File: config.mk
export PLATFORM = sky130hd
export DESIGN_NAME = seq_divider_flat
export DESIGN_NICKNAME = d
export VERILOG_FILES = /design/src/rtl/mac_pkg.sv /design/src/rtl/seq_divider_if.sv /design/src/rtl/seq_divider_div_step.sv /design/src/rtl/seq_divider.sv /design/src/flat_wrapper.sv
export SDC_FILE = /design/constraint.sdc
export NUM_CORES = 1
export LEC_CHECK = 0
export ABC_CLOCK_PERIOD_IN_PS = 3500
export CORE_AREA = 2 2 68 70
export DETAILED_ROUTE_END_ITERATION = 6
export DIE_AREA = 0 0 70 72
export PLACE_DENSITY = 0.78
export SYNTH_ARGS = -nofsm -noshare
export SYNTH_HDL_FRONTEND = slang
export SYNTH_SLANG_ARGS = --single-unit
File: constraint.sdc
create_clock -name clk -period 3.5 [get_ports clk]
set_clock_uncertainty 0.1 [all_clocks]
set_input_delay 0.7 -clock clk [delete_from_list [all_inputs] [get_ports clk]]
set_output_delay 0.7 -clock clk [all_outputs]
set_load 0.02 [all_outputs]
File: src/rtl/mac_pkg.sv
// mac_pkg: shared MAC/divider widths, FSM state type and divider bit-counter width.
package mac_pkg;
  localparam int DW = 10;
  localparam int VW = 4;
  localparam int CW = $clog2(DW + 1);
  typedef enum logic [1:0] {IDLE, BUSY, DONE} state_t;
endpackage

File: src/rtl/seq_divider_if.sv
// seq_divider_if: operand/result valid-ready bus; master drives operands and out_ready, slave returns results.
interface seq_divider_if;
  import mac_pkg::*;
  logic in_valid;
  logic in_ready;
  logic [DW-1:0] dividend;
  logic [VW-1:0] divisor;
  logic out_valid;
  logic out_ready;
  logic [DW-1:0] quotient;
  logic [VW-1:0] remainder;
  logic div_by_zero;
  modport master (
    output in_valid, dividend, divisor, out_ready,
    input in_ready, out_valid, quotient, remainder, div_by_zero
  );
  modport slave (
    input in_valid, dividend, divisor, out_ready,
    output in_ready, out_valid, quotient, remainder, div_by_zero
  );
endinterface

File: src/rtl/seq_divider_div_step.sv
// div_step: one combinational restoring iteration; pr/din/divisor in, pr_next and quotient bit q out.
module div_step
  import mac_pkg::*;
(
  input  logic [VW:0]   pr,
  input  logic          din,
  input  logic [VW-1:0] divisor,
  output logic [VW:0]   pr_next,
  output logic          q
);
  logic [VW+1:0] sh, trial;
  // One extra bit of headroom so the borrow lands in the MSB.
  assign sh = {pr, din};
  assign trial = sh - {2'b00, divisor};
  assign q = ~trial[VW+1];
  assign pr_next = q ? trial[VW:0] : sh[VW:0];
endmodule

File: src/rtl/seq_divider.sv
// seq_divider: sequential restoring divider, one quotient bit per clock; ports clk, rst (async high), bus (slave).
module seq_divider
  import mac_pkg::*;
(
  input logic         clk,
  input logic         rst,
  seq_divider_if.slave bus
);
  state_t state;
  logic [DW-1:0] sr;
  logic [VW-1:0] dr;
  logic [VW:0] pr, pr_next;
  logic [CW-1:0] cnt;
  logic q, zero;
  div_step u_step (.pr(pr), .din(sr[DW-1]), .divisor(dr), .pr_next(pr_next), .q(q));
  // A zero divisor still spends one BUSY cycle so its result appears one cycle after accept.
  always_ff @(posedge clk or posedge rst)
    if (rst) begin
      state <= IDLE;
      sr <= '0;
      dr <= '0;
      pr <= '0;
      cnt <= '0;
      zero <= 1'b0;
      bus.in_ready <= 1'b1;
      bus.out_valid <= 1'b0;
      bus.quotient <= '0;
      bus.remainder <= '0;
      bus.div_by_zero <= 1'b0;
    end else
      case (state)
        IDLE: if (bus.in_valid) begin
          sr <= bus.dividend;
          dr <= bus.divisor;
          pr <= '0;
          cnt <= '0;
          zero <= bus.divisor == '0;
          bus.in_ready <= 1'b0;
          bus.div_by_zero <= 1'b0;
          state <= BUSY;
        end
        BUSY: begin
          sr <= {sr[DW-2:0], q};
          pr <= pr_next;
          cnt <= cnt + 1'b1;
          if (zero || cnt == CW'(DW - 1)) begin
            state <= DONE;
            bus.out_valid <= 1'b1;
            bus.quotient <= zero ? '1 : {sr[DW-2:0], q};
            bus.remainder <= zero ? '0 : pr_next[VW-1:0];
            bus.div_by_zero <= zero;
          end
        end
        DONE: if (bus.out_ready) begin
          state <= IDLE;
          bus.out_valid <= 1'b0;
          bus.in_ready <= 1'b1;
        end
        default: state <= IDLE;
      endcase
endmodule

File: src/flat_wrapper.sv
// flat-port wrapper written by rule: the top's interface ports become plain ports
module seq_divider_flat import mac_pkg::*;
  (clk, rst, bus_in_valid, bus_dividend, bus_divisor, bus_out_ready, bus_in_ready, bus_out_valid, bus_quotient, bus_remainder, bus_div_by_zero);
  seq_divider_if bus_i ();
  input logic clk;
  input logic rst;
  input wire logic [$bits(bus_i.in_valid)-1:0] bus_in_valid;
  input wire logic [$bits(bus_i.dividend)-1:0] bus_dividend;
  input wire logic [$bits(bus_i.divisor)-1:0] bus_divisor;
  input wire logic [$bits(bus_i.out_ready)-1:0] bus_out_ready;
  output wire logic [$bits(bus_i.in_ready)-1:0] bus_in_ready;
  output wire logic [$bits(bus_i.out_valid)-1:0] bus_out_valid;
  output wire logic [$bits(bus_i.quotient)-1:0] bus_quotient;
  output wire logic [$bits(bus_i.remainder)-1:0] bus_remainder;
  output wire logic [$bits(bus_i.div_by_zero)-1:0] bus_div_by_zero;
  assign bus_i.in_valid = bus_in_valid;
  assign bus_i.dividend = bus_dividend;
  assign bus_i.divisor = bus_divisor;
  assign bus_i.out_ready = bus_out_ready;
  assign bus_in_ready = bus_i.in_ready;
  assign bus_out_valid = bus_i.out_valid;
  assign bus_quotient = bus_i.quotient;
  assign bus_remainder = bus_i.remainder;
  assign bus_div_by_zero = bus_i.div_by_zero;
  seq_divider u_core (.clk(clk), .rst(rst), .bus(bus_i));
endmodule
# ---- Word-level counts from Yosys, hierarchy flattened
# Cells that the tools add are included.
dict set report op_classes {
  n_eq_ne 6
  n_addsub 2
  mux 21
  bitwise_logic 1
  n_reduce_logical 13
}
# op count
set ops {}
lappend ops {{10-bit two-way mux} 2}
lappend ops {{10-bit one-hot mux with 2 select lines} 1}
lappend ops {{3-bit AND reduction} 4}
lappend ops {{5-bit two-way mux} 2}
lappend ops {{5-bit one-hot mux with 2 select lines} 1}
lappend ops {{4-bit two-way mux} 2}
lappend ops {{4-bit one-hot mux with 2 select lines} 1}
lappend ops {{2-bit two-way mux} 3}
lappend ops {{1-bit one-hot mux with 2 select lines} 3}
lappend ops {{2-bit one-hot mux with 3 select lines} 1}
lappend ops {{2-bit AND reduction} 3}
lappend ops {{2-bit nonzero test} 3}
lappend ops {{6-bit by 4-bit subtractor with 6-bit output} 1}
lappend ops {{1-bit two-way mux} 5}
lappend ops {{4-bit by 1-bit adder with 4-bit output (second input constant)} 1}
lappend ops {{4-bit == test (second input constant)} 1}
lappend ops {{4-bit logical NOT} 1}
lappend ops {{2-bit inequality test (second input constant)} 2}
lappend ops {{2-bit by 1-bit == test with 1-bit output (second input constant)} 1}
lappend ops {{2-bit == test (second input constant)} 1}
lappend ops {{2-bit logical NOT} 1}
lappend ops {{2-bit by 1-bit inequality test with 1-bit output (second input constant)} 1}
lappend ops {{1-bit logical OR} 1}
lappend ops {{1-bit inverter} 1}
dict set report word_totals {
  inputBits 18
  ff_bits 43
}

# ---- Logic depth before layout (Yosys ltp)
# Gate-level depths: netlist of run 1.
dict set report logic_depth {
  ltp_word 4
  ltp_mapped 8
  mapped_depth_nobuf 8
}

# ---- Cells and area by module
# From an unflattened synthesis of run 1, not the netlist that was laid out.
dict set report hier_totals {
  cells_unflattened 183
  area_unflattened_um2 2149.6
}
# module n_inst area_each_um2 seq_area_each_um2 cells_per_inst
set modules_own_cells {}
lappend modules_own_cells {seq_divider 1 1805.5 1077.3 146}
lappend modules_own_cells {div_step 1 344.1 0.0 37}

# ---- Worst setup path after synthesis of run 1
# No wires, ideal clock.
dict set report synth_timing {
  kind {flip-flop to flip-flop}
  from {register u_core.pr[1]}
  to {register u_core.pr[4]}
  slack_ps 1656
  t_arrival_ps 1618
  stages_incl_launch_ff 7
  path_buffers 0
  synth_period_minus_slack_ps 1844
  required_ps 3274
  setup_ps 126
  path_cell_list {dfrtp_1 > ha_1 > o21ai_0 > a21oi_1 > o211ai_4 > nor4_1 > a311o_1}
}
dict set report synth_between {
  elab_chain_len 3
}
# element line_no
set synth_rtl {}
lappend synth_rtl {{start: declaration} seq_divider.sv:12} ;# logic [VW:0] pr, pr_next;
lappend synth_rtl {{start signal: assignment} seq_divider.sv:44} ;# pr <= pr_next;
lappend synth_rtl {{6-bit by 4-bit subtractor with 6-bit output} seq_divider_div_step.sv:14} ;# assign trial = sh - {2'b00, divisor};
lappend synth_rtl {{5-bit two-way mux} seq_divider_div_step.sv:16} ;# assign pr_next = q ? trial[VW:0] : sh[VW:0];
lappend synth_rtl {{5-bit one-hot mux with 2 select lines} seq_divider.sv:31} ;# case (state)
# No other way between the ends.
# A chain may end at the register's enable or synchronous reset.

# ---- Final worst setup path of run 1
dict set report layout_timing {
  from {register u_core.state[0]}
  to {register u_core.bus.quotient[1]}
}
dict set report layout_between {
  elab_chain_len 2
}
# element line_no
set layout_rtl {}
lappend layout_rtl {{start: declaration} seq_divider.sv:9} ;# state_t state;
lappend layout_rtl {{start signal: assignment} seq_divider.sv:19} ;# state <= IDLE;
lappend layout_rtl {{start signal: assignment} seq_divider.sv:40} ;# state <= BUSY;
lappend layout_rtl {{start signal: assignment} seq_divider.sv:47} ;# state <= DONE;
lappend layout_rtl {{2-bit by 1-bit == test with 1-bit output} seq_divider.sv:31}
lappend layout_rtl {{2-bit AND reduction (no source line)} --}
lappend layout_rtl {{end signal: assignment} seq_divider.sv:49} ;# bus.quotient <= zero ? '1 : {sr[DW-2:0], q};
lappend layout_rtl {{end: declaration} seq_divider_if.sv:19} ;# output in_ready, out_valid, quotient, remainder, div_by_zero
# No other way between the ends.

==> results of run 1 <==
==> cell usage in the layout, fill, tap and decap left out, drive strengths merged, types with 2 or more instances in the layout <==
cell	count
ha	6
and2	2
mux2i	3
buf	2
inv	10
nand2	18
a221o	9
dfrtp	42
a22oi	9
bufinv	2
nand2b	3
clkbuf	5
o21ai	26
a22o	5
a21oi	16
nor2	9
clkdlybuf4s50	34
o31ai	2
nor2b	12
==> worst max-delay path: stages (launching register included) <==
cell     delay [ns]
dfrtp_1        0.57
inv_1          0.22
nor2_4         0.39
nand2_1        0.52
a221o_1        0.50
==> per-stage QoR <==
step	setup slack [ns]	instance area, µm²	instances	power [µW]
after floorplan	1.66	2110	204	1900
after global placement	1.03	2490	282	2260
after detailed placement	1.01	2490	282	2310
after CTS	1.08	2630	290	2780
after global routing	0.873	2630	290	2980
final	1.08	2630	290	2770
==> layout make-up <==
cell class / instances / area share
clock buffer: 5 / 0.0262
inverter: 10 / 0.0143
clock inverter: 3 / 0.0257
sequential: 43 / 0.410
timing repair buffer: 36 / 0.135
tap: 52 / 0.0248
multi-input combinational: 141 / 0.364
==> power breakdown <==
| part | internal (µW) | leakage, µW | switching, µW |
|---|---|---|---|
| clock network | 285 | 0.0000644 | 180 |
| logic | 646 | 0.000525 | 702 |
| registers | 733 | 0.000529 | 222 |
| total | 1660 | 0.00112 | 1100 |
==> state kept, by name, summed over array words and instances, names as in the netlist <==
name,flops
u_core.bus.quotient,10
u_core.sr,10
u_core.pr,5
u_core.bus.remainder,4
u_core.cnt,4
u_core.dr,4
u_core.state,2
u_core.bus.div_by_zero,1
u_core.bus.in_ready,1
u_core.bus.out_valid,1
u_core.zero,1
==> worst paths after layout <==
kind                       cells after the start  slack, ns                      end
max                                            4       1.08   u_core.bus.quotient[1]
min                                            2       0.40  u_core.bus.remainder[2]
max reg2reg                                    4       1.08   u_core.bus.quotient[1]
min in group asynchronous                      3       0.73   u_core.bus.quotient[2]
min reg2reg                                    2       0.40  u_core.bus.remainder[2]
max in group asynchronous                      3       2.20      u_core.bus.in_ready
==> metal layers <==
layer / vias to the layer above / track usage / part of all wire
li1: 808 / - / -
met1: 804 / 0.274 / 0.45
met2: 48 / 0.298 / 0.47
met3: 9 / 0.0375 / 0.065
met4: 0 / 0.0876 / 0.019
met5: - / 0 / 0
==> Yosys cell counts, types with 2 or more instances <==
| cell | number | area (µm²) |
|---|---|---|
| inv_1 | 9 | 33.8 |
| nor2_1 | 7 | 26.3 |
| buf_1 | 2 | 7.51 |
| clkbuf_1 | 5 | 18.8 |
| a22oi_1 | 9 | 67.6 |
| ha_1 | 6 | 75.1 |
| nand2_1 | 18 | 67.6 |
| nor2b_1 | 12 | 75.1 |
| o21ai_0 | 26 | 130 |
| a21oi_1 | 16 | 80.1 |
| a22o_1 | 4 | 35.0 |
| a221o_1 | 9 | 90.1 |
| nand2b_1 | 3 | 18.8 |
| mux2i_1 | 3 | 30.0 |
| dfrtp_1 | 42 | 1050 |
| buf_2 | 3 | 15.0 |
==> logic make-up (layout without fill, tap and decap cells) <==
group / Yosys count / count (layout) / synth area share
AO/OA/AOI/OAI: 78 / 78 / 0.258
XOR/XNOR: 2 / 2 / 0.00830
adder cells (fa/ha/maj): 7 / 7 / 0.0450
buffers and inverters: 20 / 54 / 0.0373
flip-flops: 43 / 43 / 0.510
multiplexers: 3 / 3 / 0.0142
AND/OR/NAND/NOR: 51 / 51 / 0.127
==> metrics.csv, run 1 <==
stage,metric,value,unit
setup_path,critPathKind,register to register,
sta,whs,0.399,ns
clocking,cts_resized,0,
synthesis,syn_inst,204,
final_layout,register_area,0.00108,mm²
floorplanning,fp.dieH,72,µm
place,dp_hpwl,3210,µm
sta,setup_viol,0,
flow_run,cap_violations,0,
detailed_routing,dr.pass1.iters,4,
power,leakagePower,0.00112,µW
final_layout,area_growth,24.4,%
floorplanning,die_area,0.00504,mm²
setup_path,end_kind,register,
final_layout,diodes,0,
floorplanning,num_io_pins,35,
detailed_routing,ant_nets,0,
setup_path,crit_fanout,20,
grt,grt_max_degree,44,
worst_hold_path,hold_start,u_core.bus.remainder[2],
detailed_routing,wl_per_cell,15.8,µm
sta,finalSetupTns,0,ns
detailed_routing,drtIter0Drc,84,
clocking,clk_latency,0.31,ns
sta,final.period_utilization,0.691,
floorplanning,core,0.00426,mm²
setup_path,critPathArrivalTime,2.51,ns
clocking,path_clk_slew,0.08,ns
clocking,postCtsHoldBufs,0,
place,globalplace.congestion,0.833,
clocking,cts_root_buffer,clkbuf_8,
sta,rsz0062_at_grt,no,
final_layout,final_core_util,0.616,
clocking,tritoncts,built,
clocking,clock-sinks,43,
detailed_routing,via_count,1669,
setup_path,cp-startpoint,u_core.state[0],
clocking,clk_path_buf_depth,2,
grt,grt_use_total,0.195,
grt,overflow,0,
sta,hold_violations,0,
final_layout,layout-drive-gt1-share,0.0840,
power,ir_drop,0.395,mV
floorplanning,start_util,0.495,
sta,worst_slew_pin_slew,0.684,ns
synthesis,async_reset_ff_frac,1.00,
outcome,run_status,"complete, no violations",
sta,slew_headroom,0.543,
final_layout,multi_input_area,955,µm²
floorplanning,die_w,70,µm
synthesis,synth.avg_cell_area,10.3,µm²
grt,antenna_found_initial,0,
clocking,cts_setup_buffers,0,
grt,grt_pass1_vias,1588,
detailed_routing,routed_wl,4590,µm
synthesis,synth-warning-count,0,
synthesis,synth_seq_cells,43,
synthesis,synth_cell_type_count,46,
synthesis,synth_nets,229,
synthesis,synth_area,0.00211,mm²
sta,max_freq,413,MHz
final_layout,finalNetCount,262,
setup_path,start_kind,register,
clocking,cts_htree_levels,2,
floorplanning,num_rows,24,
power,power_density,1050,mW/mm²
synthesis,synth-main-ff-cell,dfrtp_1,
synthesis,synth_edf_count,0,
place,port_buffers,34,
grt,grt_first_pass_wirelength,7660,µm
final_layout,n_fill_cell,370,
sta,finalCriticalPeriod,2.42,ns
detailed_routing,viasPerCell,5.76,
worst_hold_path,hold_path.class,register to register,
setup_path,cp.required,3.59,ns
sta,maxSlewViolCount,0,
clocking,numCtsBuffers,5,
synthesis,ys_seq_area_frac,0.510,
detailed_routing,remaining_drc_errors,0,
setup_path,r2r_start,u_core.state[0],
Note: power is estimated with default switching activity, not from simulation.
==> inputs of run 2 (changes only) <==
ABC_CLOCK_PERIOD_IN_PS = 2550   (was 3500)
clock period = 2.55 ns   (was 3.5 ns; I/O delays follow)
==> run 2 against run 1 <==
Via count fell by 2.2%. Clock power rose by 10%. Hold slack got worse by 0.014 ns. Die area did not move. Power rose by 33%. Wire length fell by 4.7%. Critical path type is now register to primary output. Critical endpoint is now bus_in_ready.
==> metrics.csv, run 2 (synthesis gave the netlist of run 1 again) <==
stage,metric,value,unit
outcome,run_status,"complete, no violations",
final_layout,layout_common_cells,"42 x dfrtp_1, 34 x clkdlybuf4s50_1, 26 x o21ai_0",
power,power_density,1410,mW/mm²
detailed_routing,route.met2.wl,2100,µm
power,ir_drop,0.622,mV
setup_path,crit_fanout,3,
grt,overflow,0,
setup_path,end_kind,primary output,
flow_run,cap_violations,0,
sta,hold_violations,0,
clocking,clk_path_buf_depth,2,
grt,antenna_found_initial,0,
setup_path,path_buf_inv,1,
grt,grt_max_degree,44,
sta,slew_headroom,0.599,
floorplanning,start_util,0.495,
clocking,path_clk_slew,0.08,ns
setup_path,crit_family,buffers and inverters,
clocking,cts_root_buffer,clkbuf_8,
worst_hold_path,hold_path.class,register to register,
grt,grt_first_pass_wirelength,7420,µm
floorplanning,core,0.00426,mm²
clocking,postCtsHoldBufs,0,
detailed_routing,drtIter0Drc,155,
sta,max_freq,488,MHz
final_layout,final_common_cell,dfrtp_1,
sta,worst_slew_pin_slew,0.601,ns
final_layout,stdcell_area,0.00262,mm²
final_layout,area_growth,24.1,%
clocking,clk_latency,0.29,ns
final_layout,largestRegisters,"u_core.bus.quotient (10), u_core.sr (10), u_core.pr (5)",
setup_path,crit_slowest_cell,clkdlybuf4s50_1,
floorplanning,num_io_pins,35,
floorplanning,fp.dieH,72,µm
detailed_routing,remaining_drc_errors,0,
final_layout,layout-drive-gt1-share,0.0917,
clocking,tritoncts,built,
floorplanning,die_w,70,µm
detailed_routing,drt-met1-wl,2050,µm
place,place_area,0.00251,mm²
detailed_routing,ant_nets,0,
grt,grt_pass1_vias,1538,
detailed_routing,via_count,1632,
setup_path,critPathArrivalTime,1.44,ns
place,port_buffers,34,
floorplanning,num_rows,24,
detailed_routing,top_layer_used,met4,
floorplanning,die_area,0.00504,mm²
sta,final.period_utilization,0.803,
detailed_routing,viasPerCell,5.59,
setup_path,cp_cell_sequence,clkdlybuf4s50_1,
detailed_routing,routed_wl,4380,µm
setup_path,cp.required,1.94,ns
setup_path,critPathKind,register to primary output,
detailed_routing,route.met3.wl,198,µm
power,leakagePower,0.00112,µW
sta,rsz0062_at_grt,no,
detailed_routing,dr.pass1.iters,4,
grt,grt_use_total,0.189,
sta,finalCriticalPeriod,2.05,ns
detailed_routing,wl_per_cell,15.0,µm
clocking,cts_htree_levels,2,
clocking,cts_resized,0,
place,dp_hpwl,3180,µm
clocking,cts_setup_buffers,0,
sta,maxSlewViolCount,0,
clocking,numCtsBuffers,5,
clocking,clock-sinks,43,
place,dpl.cell_count,285,
final_layout,diodes,0,
sta,finalSetupTns,0,ns
final_layout,finalNetCount,265,
setup_path,start_kind,register,
final_layout,final_cells,292,
setup_path,crit_path_max_incr_delay,0.60,ns
place,globalplace.congestion,0.848,
sta,setup_viol,0,
[run 2: changes by cell type in the layout (fill, tap and decap cells not counted)]
cell,delta
bufinv_16,-1
buf_4,+3
[run 2: power breakdown]
part,switching [µW],internal (µW)
sequential,290,1010
combinational,972,902
clock,227,286
[run 2: area by class of cell]
class                      instances  area, µm²
multi-input combinational        141        955
sequential                        43       1080
timing repair buffer              39        378
clock inverter                     2       37.5
inverter                          10       37.5
fill                             364       1650
clock buffer                       5       68.8
tap                               52       65.1
[run 2: worst paths after layout]
kind	start	endpoint	slack, ns	cells after the start
worst max register to register	u_core.state[1]	u_core.bus.quotient[2]	0.53	4
worst max-delay path	u_core.bus.in_ready	bus_in_ready	0.50	1
max in group asynchronous	rst	u_core.bus.in_ready	1.43	3
min in group asynchronous	rst	u_core.bus.quotient[8]	0.55	3
worst min-delay path	u_core.bus.remainder[3]	u_core.bus.remainder[3]	0.39	2
worst min register to register	u_core.bus.remainder[3]	u_core.bus.remainder[3]	0.39	2
[run 2: routing by layer]
metal,up-vias,track usage
met5,-,0
met4,0,0.0577
met3,2,0.0389
met2,47,0.292
met1,772,0.272
li1,811,-
[run 2: metrics by stage]
step	worst slack, ns	util	hold WS, ns	total power [µW]
after global routing	0.343	0.614	0.423	3990
after floorplan	0.706	-	0.350	2600
after global placement	0.570	0.589	0.364	3140
after CTS	0.486	0.614	0.393	3710
final	0.503	0.614	0.386	3680
after detailed placement	0.553	0.589	0.375	3180
==> inputs of run 3 (changes only) <==
ABC_CLOCK_PERIOD_IN_PS = 2050   (was 2550)
clock period = 2.05 ns   (was 2.55 ns; I/O delays follow)
==> run 3 against run 2 <==
Sequential share of layout area shrank 1.4 points. Final area rose by 3.5%. Worst setup slack worse by 0.43 ns. Clock power increased by 30%. Sequential cell count unchanged. Combinational power grew 37%.
==> metrics.csv, run 3 (synthesis gave the netlist of run 1 again) <==
stage,metric,value,unit
detailed_routing,routed_wl,4640,µm
detailed_routing,ant_nets,0,
floorplanning,core,0.00426,mm²
place,port_buffers,34,
sta,whs,0.360,ns
detailed_routing,route.met2.wl,2170,µm
grt,grt_pass1_vias,1561,
setup_path,crit_family,compound AO/OA/AOI/OAI gates,
detailed_routing,viasPerCell,5.64,
final_layout,layout_common_cells,"42 x dfrtp_1, 34 x clkdlybuf4s50_1, 25 x o21ai_0",
detailed_routing,remaining_drc_errors,0,
clocking,postCtsHoldBufs,0,
setup_path,crit_slowest_cell,dfrtp_1,
clocking,clock-sinks,43,
clocking,numCtsBuffers,5,
worst_hold_path,hold_path.class,primary input to asynchronous set/reset pin,
floorplanning,die_w,70,µm
sta,worst_slew_pin_slew,0.415,ns
setup_path,path_buf_inv,1,
power,power_density,1780,mW/mm²
place,dp_hpwl,3390,µm
clocking,clk_path_buf_depth,2,
setup_path,crit_path_max_incr_delay,0.39,ns
final_layout,area_growth,28.5,%
detailed_routing,wl_per_cell,15.5,µm
final_layout,finalNetCount,272,
place,place_area,0.00257,mm²
sta,maxSlewViolCount,0,
grt,grt_max_degree,44,
place,globalplace.congestion,0.896,
final_layout,final_common_cell,dfrtp_1,
clocking,clk_latency,0.30,ns
floorplanning,fp.dieH,72,µm
power,finalPower,4830,µW
setup_path,r2r_slack,0.07,ns
final_layout,final_core_util,0.636,
setup_path,cp_cell_sequence,inv_1 -> ha_2 -> fa_2 -> nor2b_1 -> o21ai_0 -> nand2b_1 -> a32o_1 -> a311o_1,
grt,grt_first_pass_wirelength,7850,µm
setup_path,critPathArrivalTime,2.07,ns
sta,finalSetupTns,0,ns
floorplanning,num_io_pins,35,
power,leakagePower,0.00116,µW
clocking,tritoncts,built,
floorplanning,num_rows,24,
detailed_routing,top_layer_used,met4,
grt,antenna_found_initial,0,
sta,final.period_utilization,0.967,
sta,max_freq,505,MHz
floorplanning,start_util,0.495,
grt,grt_use_total,0.197,
sta,finalCriticalPeriod,1.98,ns
flow_run,cap_violations,0,
sta,setup_viol,0,
detailed_routing,via_count,1693,
power,ir_drop,0.700,mV
setup_path,cp.required,2.14,ns
outcome,run_status,"complete, no violations",
grt,overflow,0,
detailed_routing,route.met3.wl,237,µm
final_layout,stdcell_area,0.00271,mm²
setup_path,critPathKind,register to register,
final_layout,largestRegisters,"u_core.bus.quotient (10), u_core.sr (10), u_core.pr (5)",
sta,slew_headroom,0.723,
setup_path,crit_fanout,3,
clocking,cts_root_buffer,clkbuf_8,
setup_path,end_kind,register,
setup_path,start_kind,register,
final_layout,layout-drive-gt1-share,0.145,
detailed_routing,dr.pass1.iters,4,
floorplanning,die_area,0.00504,mm²
sta,hold_violations,0,
detailed_routing,drt-met1-wl,2180,µm
clocking,cts_htree_levels,2,
final_layout,diodes,0,
detailed_routing,drtIter0Drc,153,
clocking,path_clk_slew,0.08,ns
## run 3: path summary, 6_finish.rpt
check                                   startpoint                      end  cells after the start
max                                   u_core.sr[9]             u_core.pr[4]                      8
min                                            rst   u_core.bus.quotient[7]                      3
max reg2reg                           u_core.sr[9]             u_core.pr[4]                      8
min reg2reg                u_core.bus.remainder[3]  u_core.bus.remainder[3]                      2
max in group asynchronous                      rst      u_core.bus.in_ready                      3
min in group clk           u_core.bus.remainder[3]  u_core.bus.remainder[3]                      2
## run 3: through the flow
step,instances,setup WS [ns]
finish,300,0.0681
global route,300,-0.00369
CTS,299,0.0392
detailed placement,291,0.0780
global placement,291,0.0945
floorplan,204,0.206
## run 3: cell type report
type,instances,area [µm²]
Clock buffer,5,68.8
Clock inverter,3,43.8
Fill cell,352,1550
Inverter,10,37.5
Multi-Input combinational cell,141,976
Sequential cell,43,1080
Tap cell,52,65.1
Timing Repair Buffer,46,443
## run 3: repair_timing
| item | 4_1_cts | 5_1_grt |
|---|---|---|
| endpoints found under the hold margin | 0 | 0 |
| resized for setup | 0 | 7 |
| setup endpoints to repair | 0 | 7 |
| setup buffers | 0 | 1 |
## run 3: metal layers
| metal | vias to the layer above | track usage |
|---|---|---|
| met1 | 820 | 0.294 |
| met5 | - | 0 |
| met3 | 5 | 0.0417 |
| met2 | 45 | 0.294 |
| li1 | 823 | - |
| met4 | 0 | 0.0577 |
## run 3: worst min-delay path: stages
cell and delay [ns]:
clkdlybuf4s50_1 0.40, inv_1 0.09, buf_12 0.24
## run 3: report_power, final
| group | internal, µW | switching (µW) |
|---|---|---|
| Sequential | 1250 | 353 |
| Clock | 363 | 303 |
| Combinational | 1270 | 1290 |
| Total | 2880 | 1950 |
